$ cat src/rtl/cp0_handler.sv
// Coprocessor-0 for the pipelined MIPS core: SR, Cause, EPC, PRId plus exception/interrupt request logic.
// Latency: req/rd_data/epc_out are combinational; register updates become visible the cycle after the edge.
// Backpressure: none; req flushes the pipeline and suppresses the same-cycle mtc0 write and eret.
//
// Ports:
//   clk, reset (sync, active-low)        clock / reset
//   rd_addr -> rd_data                   mfc0 read port
//   wr_addr, wr_data, we                 mtc0 write port (M stage)
//   pc_m, bd_m, exc_code_m, eret_m       M-stage instruction status
//   hw_int                               external interrupt lines
//   epc_out                              EPC towards NPC, with same-cycle mtc0 bypass
//   req                                  take exception/interrupt this cycle
module cp0_handler #(
  parameter logic [31:0] PRID_VAL = 32'h2021_0707
) (
  input  logic        clk,
  input  logic        reset,
  input  logic [4:0]  rd_addr,
  input  logic [4:0]  wr_addr,
  input  logic [31:0] wr_data,
  input  logic        we,
  input  logic [31:0] pc_m,
  input  logic        bd_m,
  input  logic [4:0]  exc_code_m,
  input  logic        eret_m,
  input  logic [5:0]  hw_int,
  output logic [31:0] rd_data,
  output logic [31:0] epc_out,
  output logic        req
);

  localparam logic [4:0] ADDR_SR    = 5'd12;
  localparam logic [4:0] ADDR_CAUSE = 5'd13;
  localparam logic [4:0] ADDR_EPC   = 5'd14;
  localparam logic [4:0] ADDR_PRID  = 5'd15;

  // SR fields
  logic [5:0]  im_q, im_d;
  logic        exl_q, exl_d;
  logic        ie_q, ie_d;
  // Cause fields
  logic        bd_q, bd_d;
  logic [5:0]  ip_q, ip_d;
  logic [4:0]  exc_code_q, exc_code_d;
  // EPC
  logic [31:0] epc_q, epc_d;

  logic int_req;
  logic exc_req;
  logic wr_en;

  // Interrupts are judged on the live hw_int lines, not on the latched IP,
  // so an interrupt is taken the same cycle the line rises. Gating with
  // reset keeps req low while the block is held in reset.
  assign int_req = (|(hw_int & im_q)) & ie_q & ~exl_q & reset;
  assign exc_req = (exc_code_m != 5'd0) & ~exl_q & reset;
  assign req     = int_req | exc_req;

  // A taken exception kills the instruction in M, including its mtc0.
  assign wr_en = we & ~req;

  assign epc_out = (wr_en && (wr_addr == ADDR_EPC)) ? wr_data : epc_q;

  always_comb begin
    im_d       = im_q;
    exl_d      = exl_q;
    ie_d       = ie_q;
    bd_d       = bd_q;
    ip_d       = hw_int;
    exc_code_d = exc_code_q;
    epc_d      = epc_q;

    if (req) begin
      exl_d      = 1'b1;
      bd_d       = bd_m;
      epc_d      = bd_m ? (pc_m - 32'd4) : pc_m;
      exc_code_d = int_req ? 5'd0 : exc_code_m;
    end else begin
      if (wr_en && (wr_addr == ADDR_SR)) begin
        im_d  = wr_data[15:10];
        exl_d = wr_data[1];
        ie_d  = wr_data[0];
      end
      if (wr_en && (wr_addr == ADDR_EPC)) begin
        epc_d = wr_data;
      end
      // eret wins over a same-cycle SR write for the EXL bit only.
      if (eret_m) begin
        exl_d = 1'b0;
      end
    end
  end

  always_ff @(posedge clk) begin
    if (!reset) begin
      im_q       <= '0;
      exl_q      <= 1'b0;
      ie_q       <= 1'b0;
      bd_q       <= 1'b0;
      ip_q       <= '0;
      exc_code_q <= '0;
      epc_q      <= '0;
    end else begin
      im_q       <= im_d;
      exl_q      <= exl_d;
      ie_q       <= ie_d;
      bd_q       <= bd_d;
      ip_q       <= ip_d;
      exc_code_q <= exc_code_d;
      epc_q      <= epc_d;
    end
  end

  always_comb begin
    rd_data = 32'd0;
    case (rd_addr)
      ADDR_SR:    rd_data = {16'd0, im_q, 8'd0, exl_q, ie_q};
      ADDR_CAUSE: rd_data = {bd_q, 15'd0, ip_q, 3'd0, exc_code_q, 2'd0};
      ADDR_EPC:   rd_data = epc_q;
      ADDR_PRID:  rd_data = PRID_VAL;
      default:    rd_data = 32'd0;
    endcase
  end

endmodule

$ cat config.mk
export PLATFORM = sky130hd
export DESIGN_NAME = cp0_handler
export DESIGN_NICKNAME = d
export VERILOG_FILES = /design/src/rtl/cp0_handler.sv
export SDC_FILE = /design/constraint.sdc
export NUM_CORES = 1
export LEC_CHECK = 0
export BUFFER_PORTS_ARGS = -buffer_cell sky130_fd_sc_hd__buf_2
export CAP_MARGIN = 0
export CORE_UTILIZATION = 39
export CTS_BUF_LIST = sky130_fd_sc_hd__clkbuf_4 sky130_fd_sc_hd__clkbuf_8 sky130_fd_sc_hd__clkbuf_16
export DETAILED_ROUTE_END_ITERATION = 6
export GPL_TIMING_DRIVEN = 0
export PLACE_DENSITY = 0.8
export SLEW_MARGIN = 20
export SYNTH_ARGS = -nofsm -noshare
export SYNTH_HDL_FRONTEND = slang
export SYNTH_SLANG_ARGS = --single-unit
$ cat constraint.sdc
create_clock -name clk -period 2.6 [get_ports clk]
set_input_delay 0.13 -clock clk [delete_from_list [all_inputs] [get_ports clk]]
set_output_delay 0.13 -clock clk [all_outputs]
set_load 0.005 [all_outputs]
# == Word-level counts from Yosys, hierarchy flattened ==
# Index checks and enable logic that the tools add are counted.
# word_totals
register_bits,52
input_bits,90
output_inout_bits,65
word_cells,38
# op_classes
add_sub_neg,1
eq_ne,6
n_mux,8
n_bitwise,10
reduce_logical,6
# ops
operator,n
$pmux 32 s4,1
$mux 32,3
$sub 32x3->32 const B,1
$eq 5x4->1 const B,6
$and 1x1->1,6
$and 6x6->6,1
$reduce_or 6->1,1
$mux 5,1
$reduce_bool 5->1,1
$mux 1,3
$reduce_bool 3->1,1
$logic_and 1x1->1,2
$not 1->1,2
$reduce_and 2->1,1
$or 1x1->1,1

# == Logic depth before layout (Yosys ltp) ==
# depth
ltp_word,12
depth_mapped,8

# == Worst setup path before layout ==
# OpenSTA, ideal clock, no wires.
# synth_timing
path_kind,input -> output
start,input port exc_code_m[1]
end,output port epc_out[10]
arrival_ps,1878
path_slack_ps,592
path_stages,7
path_buffers,1
cell_sequence,or4_1 -> o21a_1 -> a31oi_4 -> inv_2 -> nor2_4 -> buf_6 -> mux2_1
# synth_between
elab_chain_cells,8
# synth_lines
element,line_no,rtl
"start, declared",24,"input logic [4:0] exc_code_m,"
$reduce_bool 5->1,56,assign exc_req = (exc_code_m != 5'd0) & ~exl_q & reset;
$and 1x1->1 (2 in series),56,
$or 1x1->1,57,assign req = int_req | exc_req;
via req,29,output logic req
$not 1->1 (no source line),-,
$and 1x1->1,60,assign wr_en = we & ~req;
$logic_and 1x1->1,62,assign epc_out = (wr_en && (wr_addr == ADDR_EPC)) ? wr_data : epc_q;
$mux 32,-,
"end, declared",28,"output logic [31:0] epc_out,"
# The timed path passes the listed nets, and every way through them passes these cells.

# == Final worst setup path ==
# layout_timing
start,register im_q[1]
end,output port epc_out[15]
# layout_between
elab_chain_cells,10
# layout_lines
element,line_no,rtl
"start, declared",38,"logic [5:0] im_q, im_d;"
"start signal, assigned",104,im_q <= im_d;
$and 6x6->6,55,assign int_req = (|(hw_int & im_q)) & ie_q & ~exl_q & reset;
$reduce_or 6->1,55,
$and 1x1->1 (3 in series),55,
$or 1x1->1,57,
$not 1->1 (no source line),-,
$and 1x1->1,60,
$logic_and 1x1->1,62,
$mux 32,-,
# Every way passes these cells.

==> flow_metrics.py <==
metrics = {
    "status": {
        "status": "finished, violations left",
        "violations": "DRC",
    },
    "logic_synthesis": {
        "yosysWarningCount": 0,
        "synth_edf_count": 0,
        "synthesis.area_um2": 3600,
        "ys.flop_type": "dfxtp_1",
        "synth_seq_cells": 52,
        "synth_mux_area_share_pct": 20.6,
        "synth_nets": 522,
        "ys_types": 44,
        "netlist_instances": 431,
        "yosys.area_share.simple_pct": 24.9,
        "async_reset_ff_share_pct": 0,
        "synth_top_family_by_area": "simple AND/OR/NAND/NOR gates",
        "synth_xor_area_share_pct": 6.32,
        "avgSynthCellArea_um2": 8.36,
        "synth_compound_area_share_pct": 14.9,
        "synthAdderAreaFrac_pct": 0.347,
        "yosysSeqAreaShare_pct": 28.9,
    },
    "placed_design": {
        "portBuffers": 154,
        "numPlacedInstances": 693,
        "place_congestion": 0.868,
        "dp_hpwl_mm": 9.29,
    },
    "setup_path": {
        "cp_cell_sequence": "a22oi_1 -> nand3_2 -> a31oi_4 -> inv_2 -> nor2_4 -> buf_6 -> mux2_1 -> buf_2",
        "slowest_stage": "dfxtp_1",
        "worst_setup_path_start_kind": "flop",
        "cp-end-kind": "output pin",
        "critPathMaxFanout": 10,
        "max_stage_delay_ns": 0.35,
        "crit_arrival_ns": 2.31,
        "critPathRequiredTime_ns": 2.47,
        "worstSetupPathType": "flop to output pin",
    },
    "cts": {
        "clk_pin_slew_worst_paths_ns": 0.09,
        "htreeDepth": 2,
        "numCtsBuffers": 5,
        "cts_tree": "built",
        "ctsHoldBuffers": 0,
        "clock_path_buffers": 2,
        "clk_latency_ns": 0.30,
        "cts_sinks": 52,
        "root_buffer": "clkbuf_8",
    },
    "pwr": {
        "ir_drop_uv": 283,
        "p_clk_share_pct": 25.2,
        "switching_share_pct": 30.1,
        "power_switching_mw": 0.545,
        "comb_power_share_pct": 25.3,
        "p_seq_share_pct": 49.5,
        "p_int_mw": 1.26,
        "leakagePower_nw": 2.56,
        "cellPowerDensity_nw_per_um2": 392,
    },
    "floorplan": {
        "chipHeight_um": 98.1,
        "dieArea_um2": 9630,
        "core.rowCount": 34,
        "io_pins": 155,
        "core_area_um2": 8850,
        "die_w_um": 98.1,
        "start_util_pct": 40.7,
    },
    "finish": {
        "areaGrowthSynthToFinish_pct": 27.9,
        "final_common_cell": "buf_2",
        "layout.nets": 684,
        "antennaDiodeCount": 0,
        "finalNonFillerCells": 701,
        "drive_gt1_share_pct": 29.8,
        "final_cell_mix": "155 x buf_2, 63 x nand2_1, 52 x dfxtp_1",
    },
    "timing": {
        "setup_viol": 0,
        "finalCriticalPeriod_ns": 2.44,
        "clock.fmax_ghz": 0.410,
        "slew_violations": 0,
        "rsz0062_at_grt": "false",
        "setup_tns_ns": 0,
        "finalClockSkew_ns": 0.00881,
        "worstMarginPinSlew_ns": 0.881,
        "hold_viol": 0,
        "slew_headroom_pct": 41.2,
        "post-route-period-util_pct": 93.8,
    },
    "global_route": {
        "grt_pass1_vias": 3798,
        "grt_usage_pct": 23.6,
        "gr-total-overflow": 0,
        "grt_pass1_wl_mm": 18.2,
        "antenna_found_initial": 0,
        "grt_max_degree": 15,
    },
    "job": {
        "drv_cap": 0,
    },
    "routing": {
        "dr.pass1.iters": 7,
        "drcViolationCount": 7,
        "wl_per_cell_um": 16.8,
        "drt_wl_total_mm": 11.8,
        "vias_per_cell": 5.58,
        "drt_iter0_markers": 245,
        "ant_nets": 0,
        "vias": 3914,
    },
    "min_path": {
        "hold_class": "input port to flop",
    },
}
-- final timing paths --
path	startpoint	endpoint	slack, ns	cells after the start
worst max register to register	im_q[1]$_SDFFE_PN0P_	im_q[2]$_SDFFE_PN0P_	0.67	6
worst max-delay path	im_q[1]$_SDFFE_PN0P_	epc_out[15]	0.16	8
worst min-delay path	hw_int[2]	ip_q[2]$_SDFF_PN0_	0.05	2
worst min register to register	exc_code_q[0]$_SDFFE_PN0N_	exc_code_q[0]$_SDFFE_PN0N_	0.47	2
-- power groups by stage --
stage	Clock [mW]	Combinational [mW]	Sequential [mW]
after detailed placement	0	0.451	0.912
after global routing	0.491	0.501	0.902
final	0.456	0.458	0.895
after floorplan	0	0.250	0.896
after CTS	0.459	0.454	0.894
after global placement	0	0.439	0.909
-- metrics by stage --
| stage | worst slack [ns] | utilization [%] | total power, mW | hold slack (ns) | area, um^2 |
|---|---|---|---|---|---|
| finish | 0.161 | 52.1 | 1.81 | 0.0487 | 4610 |
| global route | 0.0367 | 52.1 | 1.89 | 0.0556 | 4610 |
| CTS | 0.0414 | 52.0 | 1.81 | 0.0512 | 4600 |
| detailed placement | 0.0945 | 51.0 | 1.36 | 0.352 | 4510 |
| global placement | 0.116 | 51.0 | 1.35 | 0.356 | 4510 |
| floorplan | 0.592 | - | 1.15 | 0.252 | 3600 |
-- state kept, by name, summed over array words and instances, names as in the netlist --
signal and flops:
epc_q 32, im_q 6, exl_q 1, ie_q 1, bd_q 1, ip_q 6
exc_code_q 5
-- per-layer routing --
layer	vias to the layer above	part of all wire (%)	GRT usage, %
li1	1866	-	-
met1	1847	44	29.1
met2	169	48	41.3
met3	32	5.2	2.58
met4	0	3.1	10.8
met5	-	0	0
-- synthesized netlist by cell type (2+ instances only) --
library cell / instances / area, um^2
inv_1: 3 / 11.3
a21oi_1: 11 / 55.1
o311a_1: 3 / 30.0
mux2i_1: 38 / 380
mux2_2: 2 / 22.5
nand2_1: 63 / 236
clkbuf_1: 25 / 93.8
nand3_1: 10 / 50.1
nand4_1: 4 / 25.0
nor2b_1: 5 / 31.3
nor3_1: 10 / 50.1
and3_1: 6 / 37.5
or3_1: 7 / 43.8
nand3b_1: 3 / 22.5
mux2_1: 30 / 338
xor2_1: 14 / 123
xnor2_1: 12 / 105
o211a_1: 23 / 230
a22oi_1: 10 / 75.1
o21ai_0: 13 / 65.1
and2_1: 20 / 125
nand4b_1: 2 / 17.5
dfxtp_1: 52 / 1040
nor4_1: 6 / 37.5
nor2_1: 37 / 139
buf_6: 3 / 33.8
o31a_1: 2 / 17.5
-- critical path, delay by kind of cell (launching register included) --
family,cells,cell delay (ns)
AND/OR/NAND/NOR,2,0.37
multiplexers,1,0.34
flip-flops,1,0.35
AO/OA/AOI/OAI,2,0.49
buffers and inverters,3,0.47
-- kinds of logic (layout without fill, tap and decap cells) --
logic type / after synthesis / after routing
XOR/XNOR: 26 / 26
adder cells (fa/ha/maj): 1 / 1
AO/OA/AOI/OAI: 68 / 68
multiplexers: 70 / 70
buffers and inverters: 33 / 195
AND/OR/NAND/NOR: 181 / 181
flip-flops: 52 / 52
-- repair_timing --
item	CTS	global route
buffers inserted	1	1
endpoints found under the setup margin	30	30
pin swaps	2	1
gates resized for setup	1	1
hold endpoints to repair	0	0
-- area by class of cell --
cell class              instances  area [um^2]
well taps                     108          135
clock inverters                 1         5.00
multi-input cells             346         2420
flip-flops and latches         52         1040
fillers                       844         4240
inverters                       4         15.0
plain buffers                  28          129
clock buffers                   6         76.3
repair buffers                156          786
Note: power is estimated with default switching activity, not from simulation.
